$ cat config.mk
export PLATFORM = sky130hd
export DESIGN_NAME = adder_result_accum_flat
export DESIGN_NICKNAME = d
export VERILOG_FILES = /design/src/rtl/adder_result_accum_if.sv /design/src/rtl/adder_result_accum.sv /design/src/flat_wrapper.sv
export SDC_FILE = /design/constraint.sdc
export NUM_CORES = 1
export LEC_CHECK = 0
export BUFFER_PORTS_ARGS = -buffer_cell sky130_fd_sc_hd__buf_2
export CORE_MARGIN = 5
export CORE_UTILIZATION = 45
export DETAILED_ROUTE_END_ITERATION = 12
export GPL_TIMING_DRIVEN = 0
export PLACE_DENSITY_LB_ADDON = 0.08
export SKIP_LAST_GASP = 1
export SYNTH_ARGS = -nofsm -noshare
export SYNTH_HDL_FRONTEND = slang
export SYNTH_SLANG_ARGS = --single-unit
$ cat constraint.sdc
create_clock -name clk -period 4.24 [get_ports clk]
set_clock_uncertainty 0.15 [all_clocks]
set_input_delay 0 -clock clk [delete_from_list [all_inputs] [get_ports clk]]
set_output_delay 0 -clock clk [all_outputs]
set_load 0.02 [all_outputs]
$ cat src/rtl/adder_result_accum_if.sv
// Bus between the adder pipeline, the frame accumulator and the result sink.
// The accumulator is the slave; the adder/issuer and the sink together act as the master.
interface adder_result_accum_if #(
    parameter int ACC_W = 16
);
    logic             in_valid;
    logic [7:0]       sum;
    logic             cout;
    logic [ACC_W-1:0] acc_out;
    logic             acc_valid;
    logic             acc_ready;
    logic             acc_ovf;
    logic             stall;
    logic             drop_err;

    modport master (
        output in_valid, sum, cout, acc_ready,
        input  acc_out, acc_valid, acc_ovf, stall, drop_err
    );

    modport slave (
        input  in_valid, sum, cout, acc_ready,
        output acc_out, acc_valid, acc_ovf, stall, drop_err
    );
endinterface

$ cat src/rtl/adder_result_accum.sv
// Frame accumulator behind the pipelined 8-bit adder: aligns issue tags with the
// adder result, sums COUNT_N results per frame and offers each total on a valid/ready register.
module adder_result_accum #(
    parameter int PIPE_LAT = 2,
    parameter int ACC_W    = 16,
    parameter int COUNT_N  = 4
) (
    input  logic                 clk,
    input  logic                 rst,
    adder_result_accum_if.slave  bus
);
    localparam int CNT_W = (COUNT_N > 1) ? $clog2(COUNT_N) : 1;
    localparam logic [CNT_W-1:0] CNT_LAST = CNT_W'(COUNT_N - 1);

    typedef enum logic {ACC_IDLE = 1'b0, ACC_RUN  = 1'b1} acc_state_t;
    typedef enum logic {OUT_EMPTY = 1'b0, OUT_FULL = 1'b1} out_state_t;

    logic [PIPE_LAT-1:0] dv_q, dv_d;
    logic                dv_last;

    acc_state_t          acc_state_q, acc_state_d;
    logic [ACC_W-1:0]    acc_q, acc_d;
    logic [CNT_W-1:0]    cnt_q, cnt_d;
    logic                ovf_w_q, ovf_w_d;

    out_state_t          out_state_q, out_state_d;
    logic [ACC_W-1:0]    acc_out_q, acc_out_d;
    logic                acc_ovf_q, acc_ovf_d;
    logic                drop_err_q, drop_err_d;

    logic [ACC_W-1:0]    res;
    logic [ACC_W-1:0]    acc_base;
    logic [ACC_W-1:0]    sum_w;
    logic                sum_carry;
    logic                last_slot;
    logic                frame_done;
    logic                out_full;
    logic                load;
    logic                drop;

    // The tag travels PIPE_LAT stages so dv_last is high exactly while {cout,sum} is valid.
    assign dv_d[0] = bus.in_valid;
    genvar gi;
    generate
        for (gi = 1; gi < PIPE_LAT; gi++) begin : g_dv
            assign dv_d[gi] = dv_q[gi-1];
        end
    endgenerate
    assign dv_last = dv_q[PIPE_LAT-1];

    assign res        = ACC_W'({bus.cout, bus.sum});
    assign acc_base   = (acc_state_q == ACC_RUN) ? acc_q : '0;
    assign {sum_carry, sum_w} = {1'b0, acc_base} + {1'b0, res};
    assign last_slot  = (cnt_q == CNT_LAST);
    assign frame_done = dv_last & last_slot;

    assign out_full = (out_state_q == OUT_FULL);
    // A full register being drained on this edge can take the new total at the same time.
    assign load     = frame_done & (~out_full | bus.acc_ready);
    assign drop     = frame_done & out_full & ~bus.acc_ready;

    always_ff @(posedge clk or posedge rst) begin
        if (rst) begin
            dv_q        <= '0;
            acc_state_q <= ACC_IDLE;
            acc_q       <= '0;
            cnt_q       <= '0;
            ovf_w_q     <= 1'b0;
            out_state_q <= OUT_EMPTY;
            acc_out_q   <= '0;
            acc_ovf_q   <= 1'b0;
            drop_err_q  <= 1'b0;
        end else begin
            dv_q        <= dv_d;
            acc_state_q <= acc_state_d;
            acc_q       <= acc_d;
            cnt_q       <= cnt_d;
            ovf_w_q     <= ovf_w_d;
            out_state_q <= out_state_d;
            acc_out_q   <= acc_out_d;
            acc_ovf_q   <= acc_ovf_d;
            drop_err_q  <= drop_err_d;
        end
    end

    always_comb begin
        acc_state_d = acc_state_q;
        if (dv_last) begin
            acc_state_d = last_slot ? ACC_IDLE : ACC_RUN;
        end

        out_state_d = out_state_q;
        case (out_state_q)
            OUT_EMPTY: if (frame_done) out_state_d = OUT_FULL;
            OUT_FULL:  if (bus.acc_ready && !frame_done) out_state_d = OUT_EMPTY;
            default:   out_state_d = OUT_EMPTY;
        endcase
    end

    always_comb begin
        acc_d   = acc_q;
        cnt_d   = cnt_q;
        ovf_w_d = ovf_w_q;
        if (dv_last) begin
            if (last_slot) begin
                acc_d   = '0;
                cnt_d   = '0;
                ovf_w_d = 1'b0;
            end else begin
                acc_d   = sum_w;
                cnt_d   = cnt_q + CNT_W'(1);
                ovf_w_d = ovf_w_q | sum_carry;
            end
        end

        acc_out_d  = acc_out_q;
        acc_ovf_d  = acc_ovf_q;
        drop_err_d = drop_err_q | drop;
        if (load) begin
            acc_out_d = sum_w;
            acc_ovf_d = ovf_w_q | sum_carry;
        end
    end

    assign bus.acc_out   = acc_out_q;
    assign bus.acc_valid = out_full;
    assign bus.acc_ovf   = acc_ovf_q;
    assign bus.drop_err  = drop_err_q;
    assign bus.stall     = out_full & ~bus.acc_ready & last_slot;
endmodule
$ cat src/flat_wrapper.sv
// flat-port wrapper written by rule: the top's interface ports become plain ports
module adder_result_accum_flat 
#(
    parameter int PIPE_LAT = 2,
    parameter int ACC_W    = 16,
    parameter int COUNT_N  = 4
)
  (clk, rst, bus_in_valid, bus_sum, bus_cout, bus_acc_ready, bus_acc_out, bus_acc_valid, bus_acc_ovf, bus_stall, bus_drop_err);
  adder_result_accum_if #(.ACC_W(ACC_W)) bus_i ();
  input  logic clk;
  input  logic rst;
  input wire logic [$bits(bus_i.in_valid)-1:0] bus_in_valid;
  input wire logic [$bits(bus_i.sum)-1:0] bus_sum;
  input wire logic [$bits(bus_i.cout)-1:0] bus_cout;
  input wire logic [$bits(bus_i.acc_ready)-1:0] bus_acc_ready;
  output wire logic [$bits(bus_i.acc_out)-1:0] bus_acc_out;
  output wire logic [$bits(bus_i.acc_valid)-1:0] bus_acc_valid;
  output wire logic [$bits(bus_i.acc_ovf)-1:0] bus_acc_ovf;
  output wire logic [$bits(bus_i.stall)-1:0] bus_stall;
  output wire logic [$bits(bus_i.drop_err)-1:0] bus_drop_err;
  assign bus_i.in_valid = bus_in_valid;
  assign bus_i.sum = bus_sum;
  assign bus_i.cout = bus_cout;
  assign bus_i.acc_ready = bus_acc_ready;
  assign bus_acc_out = bus_i.acc_out;
  assign bus_acc_valid = bus_i.acc_valid;
  assign bus_acc_ovf = bus_i.acc_ovf;
  assign bus_stall = bus_i.stall;
  assign bus_drop_err = bus_i.drop_err;
  adder_result_accum #(.PIPE_LAT(PIPE_LAT), .ACC_W(ACC_W), .COUNT_N(COUNT_N)) u_core (.clk(clk), .rst(rst), .bus(bus_i));
endmodule
==> summary.md <==
| Metric | Value |
|---|---|
| MaxCap Viol Count | `0` |
| Crit end category | `flop` |
| Final net count | `307` |
| Worst VDD drop | `0.338 mV` |
| Avg WL per Cell | `15.5 um` |
| Final setup fails | `0` |
| Post-Route WL | `5490 um` |
| Drt first pass iters | `4` |
| Core ar. | `0.00504 sq mm` |
| Worst-path cell chain | `clkbuf_1, clkbuf_1, clkbuf_1, and2_1, ha_1, fa_1, a21o_1, a221oi_2, o22ai_1, a31oi_1, a21oi_1` |
| Main synth FF type | `dfrtp_1` |
| Via count | `1896` |
| Rel. slew slack | `42.8%` |
| Leakage Power | `1.26 nW` |
| Slowest CP cell | `a221oi_2` |
| Clock buffer depth | `2` |
| Die width | `81.5 um` |
| Mux cell area share after synthesis | `1.36%` |
| Grt total ovfl | `0` |
| Post-Synth Simple-Gate Area | `20.4%` |
| CTS clk-pin slew, worst paths | `90 ps` |
| # clock sinks | `41` |
| Mapped Area | `0.00230 sq mm` |
| Mean Syn Cell Area | `9.62 sq um` |
| CTS-repair resized insts | `0` |
| Synth cell types | `54` |
| CTS tree | `yes` |
| Critical Path AT | `3650 ps` |
| Top Metal Used | `met4` |
| Gr usage total | `18.7%` |
| Number of synthesized flops with an enable pin | `0` |
| Drt via density | `5.36` |
| Power per standard cell area | `720 mW/mm^2` |
| Drt first-iter violations | `160` |
| DIE HEIGHT | `81.5 um` |
| Seq/Total Area, Yosys | `44.6%` |
| Cells after Synth | `239` |
| Initial antenna violation count | `0` |
| RSZ-0062 raised after global routing | `false` |
| Area grow syn2layout | `18.0%` |
| # IOs | `33` |
| Setup TNS | `0 ps` |
| XOR/XNOR share of the synthesized area | `3.43%` |
| Final ANT Viol Nets | `0` |
| First-pass GRT wire length | `9390 um` |
| WL met1 | `2750 um` |
| Most frequent CP cell | `clkbuf_1` |
| Largest family of logic cells by synthesized area | `compound AO/OA/AOI/OAI gates` |
| I/O Buffers | `32` |
| Fillers | `501` |
| YS warnings | `0` |
| Final min period | `3630 ps` |
| Largest stage delay, worst path | `450 ps` |
| # diodes | `0` |
| Adder-Cell Fraction of Synth Area | `6.31%` |
| Syn nets | `263` |
| Async SR Flop Fraction | `100%` |
| Required time worst endpoint | `4260 ps` |
| Compound-Gate Fraction of Synth Area | `21.0%` |
| Synthesized flop and latch total | `41` |
| Highest Clock Rate | `276 MHz` |
| CP max FO | `10` |
| Final Cycle Share | `85.6%` |
| Num CTS Buffers | `5` |
| H-tree Lvls | `2` |
| Clock Latency Late Sink | `300 ps` |
| Status | `finished clean` |
| Fin. max-slew vios | `0` |
| Vias in the first global route | `1866` |
| Hold Path Class | `in -> reg` |
| GPL Wtd Cong | `0.870` |
| Share of cells above drive strength 1 | `18.0%` |
| Final HPWL DP | `3790 um` |
| Critical path's top delay family | `compound AO/OA/AOI/OAI gates` |
| Die ar. | `0.00664 sq mm` |
| WL met2 | `2410 um` |
| # DRC | `0` |
| Setup CP Type | `reg -> reg` |
| Pin count of the biggest net entering global routing | `42` |
| Wire length on met3 | `268 um` |
| Post-layout util | `53.8%` |
| Type of origin of the critical path | `flop` |
| Worst Path Buf+Inv | `3` |
| Least-Margin Pin Slew | `857 ps` |
| Starting Density | `45.6%` |
| Clock root cell | `clkbuf_8` |
| Site Rows | `26` |
| Final hold violations | `0` |
per-layer routing:
layer  vias to the layer above  track usage, %
li1                        952               -
met1                       892            27.6
met2                        46            28.2
met3                         6            3.62
met4                         0            4.56
met5                         -               0
placed cells by master, fill, tap and decap left out, types with 2 or more instances in the layout:
master and n:
a21oi_1 10, nor3_1 3, inv_1 2, nand3_1 9, buf_2 33, clkbuf_1 8
or2_0 2, xnor2_1 5, dfrtp_1 41, o2bb2ai_1 8, o21a_1 3, and3_1 3
and4_1 2, mux2i_1 2, nand2_1 39, nor2_1 13, a21o_1 4, and2_1 14
clkbuf_8 5, a221o_1 6, or3_1 2, o21ai_0 12, o31ai_1 2, dlygate4sd3_1 5
xor2_1 4, o2111ai_1 2, nor2b_1 2, nor4_1 2, ha_1 10
worst reg2reg max path: stages, from the launching register on:
cell and delay, ps:
dfrtp_1 370, clkbuf_1 190, clkbuf_1 300, clkbuf_1 300
and2_1 210, ha_1 200, fa_1 410, a21o_1 240
a221oi_2 460, o22ai_1 280, a31oi_1 290, a21oi_1 100
synth_stat cells (4+ instances only):
library cell  count  area (sq um)
dfrtp_1          41          1030
nand2_1          39           146
and2_1           14          87.6
nor2_1           13          48.8
o21ai_0          12          60.1
a21oi_1          10          50.1
ha_1             10           125
nand3_1           9          45.0
clkbuf_1          8          30.0
o2bb2ai_1         8          70.1
a221o_1           6          60.1
xnor2_1           5          43.8
a21o_1            4          30.0
xor2_1            4          35.0
sequential cells by signal (all words and copies together) (netlist names):
signal	count
u_core.acc_q	16
u_core.bus.acc_out	16
u_core.cnt_q	2
u_core.dv_q	2
u_core.acc_state_q	1
u_core.bus.acc_ovf	1
u_core.bus.acc_valid	1
u_core.bus.drop_err	1
u_core.ovf_w_q	1
metrics by stage:
step	total power, mW	setup WS (ps)	std cells	area [sq um]	hold WS, ps
finish	1.95	611	354	2710	95.0
global route	2.12	290	354	2710	130
CTS	1.97	569	354	2710	87.1
detailed placement	1.63	615	341	2550	-31.3
global placement	1.63	587	341	2550	-39.9
floorplan	1.38	1310	239	2300	-119
cell families after synthesis:
family / after synthesis
AOI/OAI and AO/OA: 64
xor gates and xnor gates: 9
adders and majority gates: 11
buffers and inverters: 15
DFF: 41
muxes: 3
and+or+nand+nor: 96
final timing paths:
kind,end,cells after the start,start,slack (ps)
max,u_core.bus.acc_ovf,11,u_core.acc_state_q,610
min,u_core.acc_q[6],4,bus_sum[6],100
max in group asynchronous,u_core.bus.acc_out[10],3,rst,3130
max reg2reg,u_core.bus.acc_ovf,11,u_core.acc_state_q,610
min reg2reg,u_core.dv_q[1],0,u_core.dv_q[0],210
min in group asynchronous,u_core.bus.acc_out[0],3,rst,270
layout make-up:
class	count	area, sq um	area share (%)
Timing Repair Buffer	37	210	7.75
Clock buffer	5	68.8	2.54
Buffer	11	50.0	1.85
Multi-Input combinational cell	183	1210	44.5
Clock inverter	3	46.3	1.71
Tap cell	70	87.6	3.23
Sequential cell	41	1030	37.8
Inverter	4	15.0	0.554
power breakdown:
group	switching, mW	internal, mW	total, mW	leakage [nW]
combinational	0.575	0.395	0.970	0.694
sequential	0.103	0.555	0.658	0.510
clock	0.147	0.176	0.323	0.0543
total	0.825	1.13	1.95	1.26
what timing repair did:
action / in CTS / in global routing
setup buffers: 0 / 0
hold buffers: 5 / 0
hold endpoints to repair: 47 / 0
Note: power is estimated with default switching activity, not from simulation.
